--- src/rtl/bk_addsub_pipe.sv ---
// Two-stage pipelined Brent-Kung add/subtract unit with elastic valid/ready handshake.
// Stage 1 holds the group P/G up-sweep; stage 2 holds the down-sweep, sum and flags.
module bk_addsub_pipe #(
    parameter int WIDTH     = 64,
    parameter int GROUPSIZE = 8,
    parameter int TAG_W     = 4
) (
    input  logic             clk,
    input  logic             rst_n,
    input  logic             in_valid,
    output logic             in_ready,
    input  logic [WIDTH-1:0] in_a,
    input  logic [WIDTH-1:0] in_b,
    input  logic             in_op,
    input  logic             in_cin,
    input  logic [TAG_W-1:0] in_tag,
    output logic             out_valid,
    input  logic             out_ready,
    output logic [WIDTH-1:0] out_sum,
    output logic             out_cout,
    output logic             out_ovf,
    output logic             out_zero,
    output logic [TAG_W-1:0] out_tag
);
    localparam int NG   = WIDTH / GROUPSIZE;
    localparam int LOGN = $clog2(NG);

    // Prefix operator on {G, P} pairs: hi covers the more significant span.
    function automatic logic [1:0] gp_dot(input logic [1:0] hi, input logic [1:0] lo);
        return {hi[1] | (hi[0] & lo[1]), hi[0] & lo[0]};
    endfunction

    function automatic logic [1:0] group_gp(input logic [GROUPSIZE-1:0] gen,
                                            input logic [GROUPSIZE-1:0] prop);
        logic [1:0] acc;
        acc = 2'b01;
        for (int k = 0; k < GROUPSIZE; k++) begin
            acc = gp_dot({gen[k], prop[k]}, acc);
        end
        return acc;
    endfunction

    logic adv1, adv2;

    logic                   vld_p1_q, vld_p1_d;
    logic [WIDTH-1:0]       a_p1_q, b_p1_q;
    logic                   c0_p1_q;
    logic [TAG_W-1:0]       tag_p1_q;
    logic [NG-1:0]          up_g_p1_q, up_p_p1_q;

    logic                   vld_p2_q, vld_p2_d;
    logic [WIDTH-1:0]       sum_p2_q, sum_p2_d;
    logic                   cout_p2_q, cout_p2_d;
    logic                   ovf_p2_q, ovf_p2_d;
    logic                   zero_p2_q, zero_p2_d;
    logic [TAG_W-1:0]       tag_p2_q;

    logic [WIDTH-1:0]       b_int_p1_d;
    logic                   c0_p1_d;
    logic [NG-1:0]          up_g_p1_d, up_p_p1_d;
    logic [1:0]             grp_gp;

    logic [NG-1:0]          pre_g, pre_p, cin_grp;
    logic [WIDTH-1:0]       gen_s2, prop_s2, carry_s2;

    assign adv2     = !vld_p2_q || out_ready;
    assign adv1     = !vld_p1_q || adv2;
    assign in_ready = adv1;

    assign vld_p1_d = adv1 ? in_valid : vld_p1_q;
    assign vld_p2_d = adv2 ? vld_p1_q : vld_p2_q;

    // ---- stage 1: operand conditioning, group P/G, up-sweep ----
    always_comb begin
        b_int_p1_d = in_op ? ~in_b : in_b;
        c0_p1_d    = in_op ? ~in_cin : in_cin;
        grp_gp     = 2'b01;
        up_g_p1_d  = '0;
        up_p_p1_d  = '0;
        for (int g = 0; g < NG; g++) begin
            grp_gp = group_gp(in_a[g*GROUPSIZE +: GROUPSIZE] & b_int_p1_d[g*GROUPSIZE +: GROUPSIZE],
                              in_a[g*GROUPSIZE +: GROUPSIZE] ^ b_int_p1_d[g*GROUPSIZE +: GROUPSIZE]);
            up_g_p1_d[g] = grp_gp[1];
            up_p_p1_d[g] = grp_gp[0];
        end
        for (int l = 0; l < LOGN; l++) begin
            for (int i = 0; i < NG; i++) begin
                if (((i + 1) % (1 << (l + 1))) == 0) begin
                    {up_g_p1_d[i], up_p_p1_d[i]} = gp_dot({up_g_p1_d[i], up_p_p1_d[i]},
                        {up_g_p1_d[i-(1<<l)], up_p_p1_d[i-(1<<l)]});
                end
            end
        end
    end

    always_ff @(posedge clk) begin
        if (!rst_n) begin
            vld_p1_q <= 1'b0;
        end else begin
            vld_p1_q <= vld_p1_d;
        end
    end

    always_ff @(posedge clk) begin
        if (adv1 && in_valid) begin
            a_p1_q    <= in_a;
            b_p1_q    <= b_int_p1_d;
            c0_p1_q   <= c0_p1_d;
            tag_p1_q  <= in_tag;
            up_g_p1_q <= up_g_p1_d;
            up_p_p1_q <= up_p_p1_d;
        end
    end

    // ---- stage 2: down-sweep, group carry-ins (c0 folded into every group), sum and flags ----
    always_comb begin
        pre_g = up_g_p1_q;
        pre_p = up_p_p1_q;
        for (int l = LOGN - 2; l >= 0; l--) begin
            for (int i = 0; i < NG; i++) begin
                if (i >= (1 << (l + 1)) && ((i + 1) % (1 << (l + 1))) == (1 << l)) begin
                    {pre_g[i], pre_p[i]} = gp_dot({pre_g[i], pre_p[i]},
                        {pre_g[i-(1<<l)], pre_p[i-(1<<l)]});
                end
            end
        end
        cin_grp    = '0;
        cin_grp[0] = c0_p1_q;
        for (int i = 1; i < NG; i++) begin
            cin_grp[i] = pre_g[i-1] | (pre_p[i-1] & c0_p1_q);
        end
        gen_s2   = a_p1_q & b_p1_q;
        prop_s2  = a_p1_q ^ b_p1_q;
        carry_s2 = '0;
        for (int g = 0; g < NG; g++) begin
            for (int k = 0; k < GROUPSIZE; k++) begin
                if (k == 0) begin
                    carry_s2[g*GROUPSIZE] = cin_grp[g];
                end else begin
                    carry_s2[g*GROUPSIZE+k] = gen_s2[g*GROUPSIZE+k-1]
                        | (prop_s2[g*GROUPSIZE+k-1] & carry_s2[g*GROUPSIZE+k-1]);
                end
            end
        end
        sum_p2_d  = prop_s2 ^ carry_s2;
        cout_p2_d = pre_g[NG-1] | (pre_p[NG-1] & c0_p1_q);
        ovf_p2_d  = (a_p1_q[WIDTH-1] == b_p1_q[WIDTH-1]) && (sum_p2_d[WIDTH-1] != a_p1_q[WIDTH-1]);
        zero_p2_d = (sum_p2_d == '0);
    end

    // Outputs only change when a real result lands, so they hold while out_valid is low.
    always_ff @(posedge clk) begin
        if (!rst_n) begin
            vld_p2_q  <= 1'b0;
            sum_p2_q  <= '0;
            cout_p2_q <= 1'b0;
            ovf_p2_q  <= 1'b0;
            zero_p2_q <= 1'b0;
            tag_p2_q  <= '0;
        end else begin
            vld_p2_q <= vld_p2_d;
            if (adv2 && vld_p1_q) begin
                sum_p2_q  <= sum_p2_d;
                cout_p2_q <= cout_p2_d;
                ovf_p2_q  <= ovf_p2_d;
                zero_p2_q <= zero_p2_d;
                tag_p2_q  <= tag_p1_q;
            end
        end
    end

    assign out_valid = vld_p2_q;
    assign out_sum   = sum_p2_q;
    assign out_cout  = cout_p2_q;
    assign out_ovf   = ovf_p2_q;
    assign out_zero  = zero_p2_q;
    assign out_tag   = tag_p2_q;
endmodule
--- config.mk ---
export PLATFORM = sky130hd
export DESIGN_NAME = bk_addsub_pipe
export DESIGN_NICKNAME = d
export VERILOG_FILES = /design/src/rtl/bk_addsub_pipe.sv
export SDC_FILE = /design/constraint.sdc
export NUM_CORES = 1
export LEC_CHECK = 0
export CAP_MARGIN = 20
export CORE_ASPECT_RATIO = 1.1
export CORE_MARGIN = 8
export CORE_UTILIZATION = 40
export DETAILED_ROUTE_END_ITERATION = 10
export SYNTH_ARGS = -nofsm -noshare
export SYNTH_HDL_FRONTEND = slang
export SYNTH_SLANG_ARGS = --single-unit
--- constraint.sdc ---
create_clock -name clk -period 10.9 [get_ports clk]
set_input_delay 1.09 -clock clk [delete_from_list [all_inputs] [get_ports clk]]
set_output_delay 1.09 -clock clk [all_outputs]
set_load 0.1 [all_outputs]
==> flow_summary.json <==
{
  "worstMarginPinSlew_ns": 1.07,
  "hold_viol_final": 0,
  "crit_fanout": 5,
  "post-route-util_pct": 53.0,
  "setup_tns_ns": 0,
  "wl_met3_um": 1720,
  "wl_um": 25700,
  "post-dp-hpwl_um": 19700,
  "synth.distinct_cells": 40,
  "drt_pass1_iterations": 4,
  "dieArea_um2": 32100,
  "htree_num_levels": 1,
  "worstPathCellList": "a21o_1 > a21o_1 > a21o_1 > fa_1 > fa_1 > fa_1 > fa_1 > fa_1 > fa_1 > fa_1 > nor4_1 > nand4_1 > nor4_1 > nand3_1 > a21boi_0",
  "critical_path.max_stage_delay_ns": 0.50,
  "synthesis.nets": 1078,
  "ant_nets": 0,
  "area_growth_pct": 30.1,
  "grt_overflow": 0,
  "ys.warnings.count": 0,
  "dieHeight_um": 187,
  "relSlewSlack_pct": 28.4,
  "comb_power_share_pct": 23.9,
  "final_nets": 1290,
  "cts_tree": "yes",
  "crit_family": "adder cells",
  "grt_pass1_wl_um": 40900,
  "initial_core_util_pct": 40.7,
  "postSynthAreaPerCell_um2": 13.0,
  "root_buffer": "clkbuf_16",
  "cp.required_ns": 11.34,
  "nFillCells": 2302,
  "slowest_stage": "edfxtp_1",
  "powerDensity_nw_per_um2": 167,
  "crit_path_end_kind": "flip-flop",
  "grt_pass1_vias": 7298,
  "clk_pin_slew_ns": 0.06,
  "num_vias": 6833,
  "power.internal_mw": 1.61,
  "dr_wl_met2_um": 12600,
  "postCtsSetupBuffers": 0,
  "fmax_mhz": 194,
  "ys.flop_type": "edfxtp_1",
  "min_period_over_period_pct": 47.4,
  "power.leakage_nw": 5.12,
  "synthArstFlopShare_pct": 0,
  "port-buffer-count": 210,
  "status": "finished clean",
  "finalMaxSlewViolations": 0,
  "drt-initial-drc-count": 349,
  "die_w_um": 172,
  "grt_max_degree": 77,
  "syn_inst": 820,
  "startpoint_type": "flip-flop",
  "layout_min_cycle_time_ns": 5.17,
  "drive_gt1_share_pct": 4.29,
  "insertion_delay_ns": 0.51,
  "worstSetupPathType": "reg2reg",
  "seqPwrFrac_pct": 43.4,
  "antenna_found_initial": 0,
  "ys_seq_area_share_pct": 55.8,
  "maxUsedRoutingLayer": "met4",
  "synth_edf_count": 149,
  "min_path_type": "reg2reg",
  "dp_worst_setup_slack_ns": 5.74,
  "coreArea_um2": 26100,
  "skew_ns": 0.0153,
  "post-route-drc-count": 0,
  "cts_buffers": 25,
  "clk_path_buf_depth": 3,
  "grt.total_usage_pct": 16.1,
  "cts_resized": 0,
  "row_count": 62,
  "vias_per_cell": 4.87,
  "wl_met1_um": 11000,
  "io_pins": 211,
  "setup_viol": 0,
  "diodes": 0,
  "p_sw_share_pct": 30.6,
  "crit_path_frequent_cell": "fa_1",
  "gp_congestion": 0.809,
  "worst_slack_ns": 5.73,
  "syn_area_um2": 10600,
  "synth_seq_cells": 222,
  "cts_sinks": 222,
  "peakVddDrop_uv": 75.5,
  "clkPwrFrac_pct": 32.8,
  "rsz0062_at_grt": "no",
  "worstPathArrival_ns": 5.61,
  "multi_input_area_um2": 4560,
  "drv_cap": 0,
  "ctsHoldBuffers": 0,
  "wl_per_cell_um": 18.4,
  "regArea_um2": 5940,
  "crit_buf_inv": 0,
  "p_switching_uw": 708
}
==> placed cells by master, fill, tap and decap left out, types with 16 or more instances in the layout <==
cell,Yosys,layout
xnor2_1,16,16
clkbuf_16,0,25
nand2_1,150,150
fa_1,56,56
nor4_1,16,16
a21oi_1,16,16
xor2_1,65,65
a21boi_0,67,67
dfxtp_1,73,73
ha_1,64,64
edfxtp_1,149,149
clkdlybuf4s50_1,0,208
==> per-stage QoR <==
step | cells | hold WS [ns] | cell area (µm²) | power, mW
6_report | 1402 | 0.461 | 13800 | 2.32
5_1_grt | 1402 | 0.479 | 13800 | 2.43
4_1_cts | 1402 | 0.465 | 13800 | 2.35
3_5_place_dp | 1357 | 0.457 | 13100 | 1.58
3_3_place_gp | 1357 | 0.451 | 13100 | 1.58
2_1_floorplan | 820 | 0.496 | 10600 | 1.39
==> routing by layer <==
metal  vias up  GRT usage, %
met5         -             0
met4         0          3.48
li1       3342             -
met2       167          27.5
met3        28          3.44
met1      3296          20.6
==> synth_stat cells, types with 2 or more instances <==
library cell	instances	area share (%)
a21boi_0	67	4.7
nor4_1	16	0.94
xnor2_1	16	1.3
xor2_1	65	5.3
edfxtp_1	149	42
a211oi_1	6	0.42
ha_1	64	7.5
o21a_1	2	0.14
nand3_1	7	0.33
nor3_1	8	0.38
o211ai_1	2	0.14
o21ai_0	14	0.66
and3_1	4	0.24
nand4_1	12	0.71
nand2_1	150	5.3
and2_1	3	0.18
buf_2	3	0.14
buf_1	9	0.32
dfxtp_1	73	14
nor2b_1	4	0.24
o211a_1	4	0.38
o21bai_1	2	0.14
a21oi_1	16	0.75
a221o_1	2	0.19
clkbuf_1	18	0.63
nor2_1	15	0.53
inv_1	11	0.39
a21o_1	10	0.71
fa_1	56	11
o22ai_1	2	0.12
==> cells by family (layout without fill, tap and decap cells) <==
kind of cell / count (synthesis) / count (layout) / share of synthesized area [%]
flops: 222 / 222 / 55.8
simple gates: 220 / 220 / 8.87
compound gates: 136 / 136 / 9.17
fa+ha+maj: 120 / 120 / 18.1
xor+xnor: 81 / 81 / 6.66
buf+inv: 41 / 271 / 1.48
==> sequential cells by signal, indices dropped and copies added (netlist names) <==
register   count
a_p1_q        64
b_p1_q        64
out_ovf        1
out_valid      1
up_g_p1_q      8
c0_p1_q        1
out_sum       64
out_zero       1
out_cout       1
tag_p1_q       4
out_tag        4
vld_p1_q       1
up_p_p1_q      8
==> final timing paths <==
check,endpoint,depth (start not counted),slack (ns),start
worst max-delay path,out_zero$_SDFFE_PN0P_,15,5.73,c0_p1_q$_DFFE_PP_
worst min register to register,out_sum[25]$_SDFFE_PN0P_,2,0.46,out_sum[25]$_SDFFE_PN0P_
worst min-delay path,out_sum[25]$_SDFFE_PN0P_,2,0.46,out_sum[25]$_SDFFE_PN0P_
worst max register to register,out_zero$_SDFFE_PN0P_,15,5.73,c0_p1_q$_DFFE_PP_
==> layout make-up <==
| class | instances | share of cell area [%] |
|---|---|---|
| repair buffers | 215 | 15.4 |
| well taps | 352 | 3.18 |
| clock inverters | 8 | 0.325 |
| multi-input cells | 557 | 33.0 |
| clock buffers | 37 | 4.99 |
| flip-flops and latches | 222 | 42.9 |
| inverters | 11 | 0.298 |
==> worst register-to-register path, cell delays in order (launching register included) <==
cell      delay [ns]
edfxtp_1        0.50
a21o_1          0.26
a21o_1          0.24
a21o_1          0.21
fa_1            0.39
fa_1            0.40
fa_1            0.39
fa_1            0.39
fa_1            0.40
fa_1            0.39
fa_1            0.46
nor4_1          0.28
nand4_1         0.23
nor4_1          0.29
nand3_1         0.10
a21boi_0        0.17
==> power by group through the flow <==
| stage | Combinational [mW] | Sequential, mW | Clock, mW |
|---|---|---|---|
| detailed placement | 0.558 | 1.02 | 0 |
| CTS | 0.561 | 1.01 | 0.782 |
| global route | 0.601 | 1.01 | 0.815 |
| global placement | 0.556 | 1.02 | 0 |
| floorplan | 0.214 | 1.17 | 0 |
| finish | 0.553 | 1.00 | 0.759 |
(Power assumes the default switching activity.)
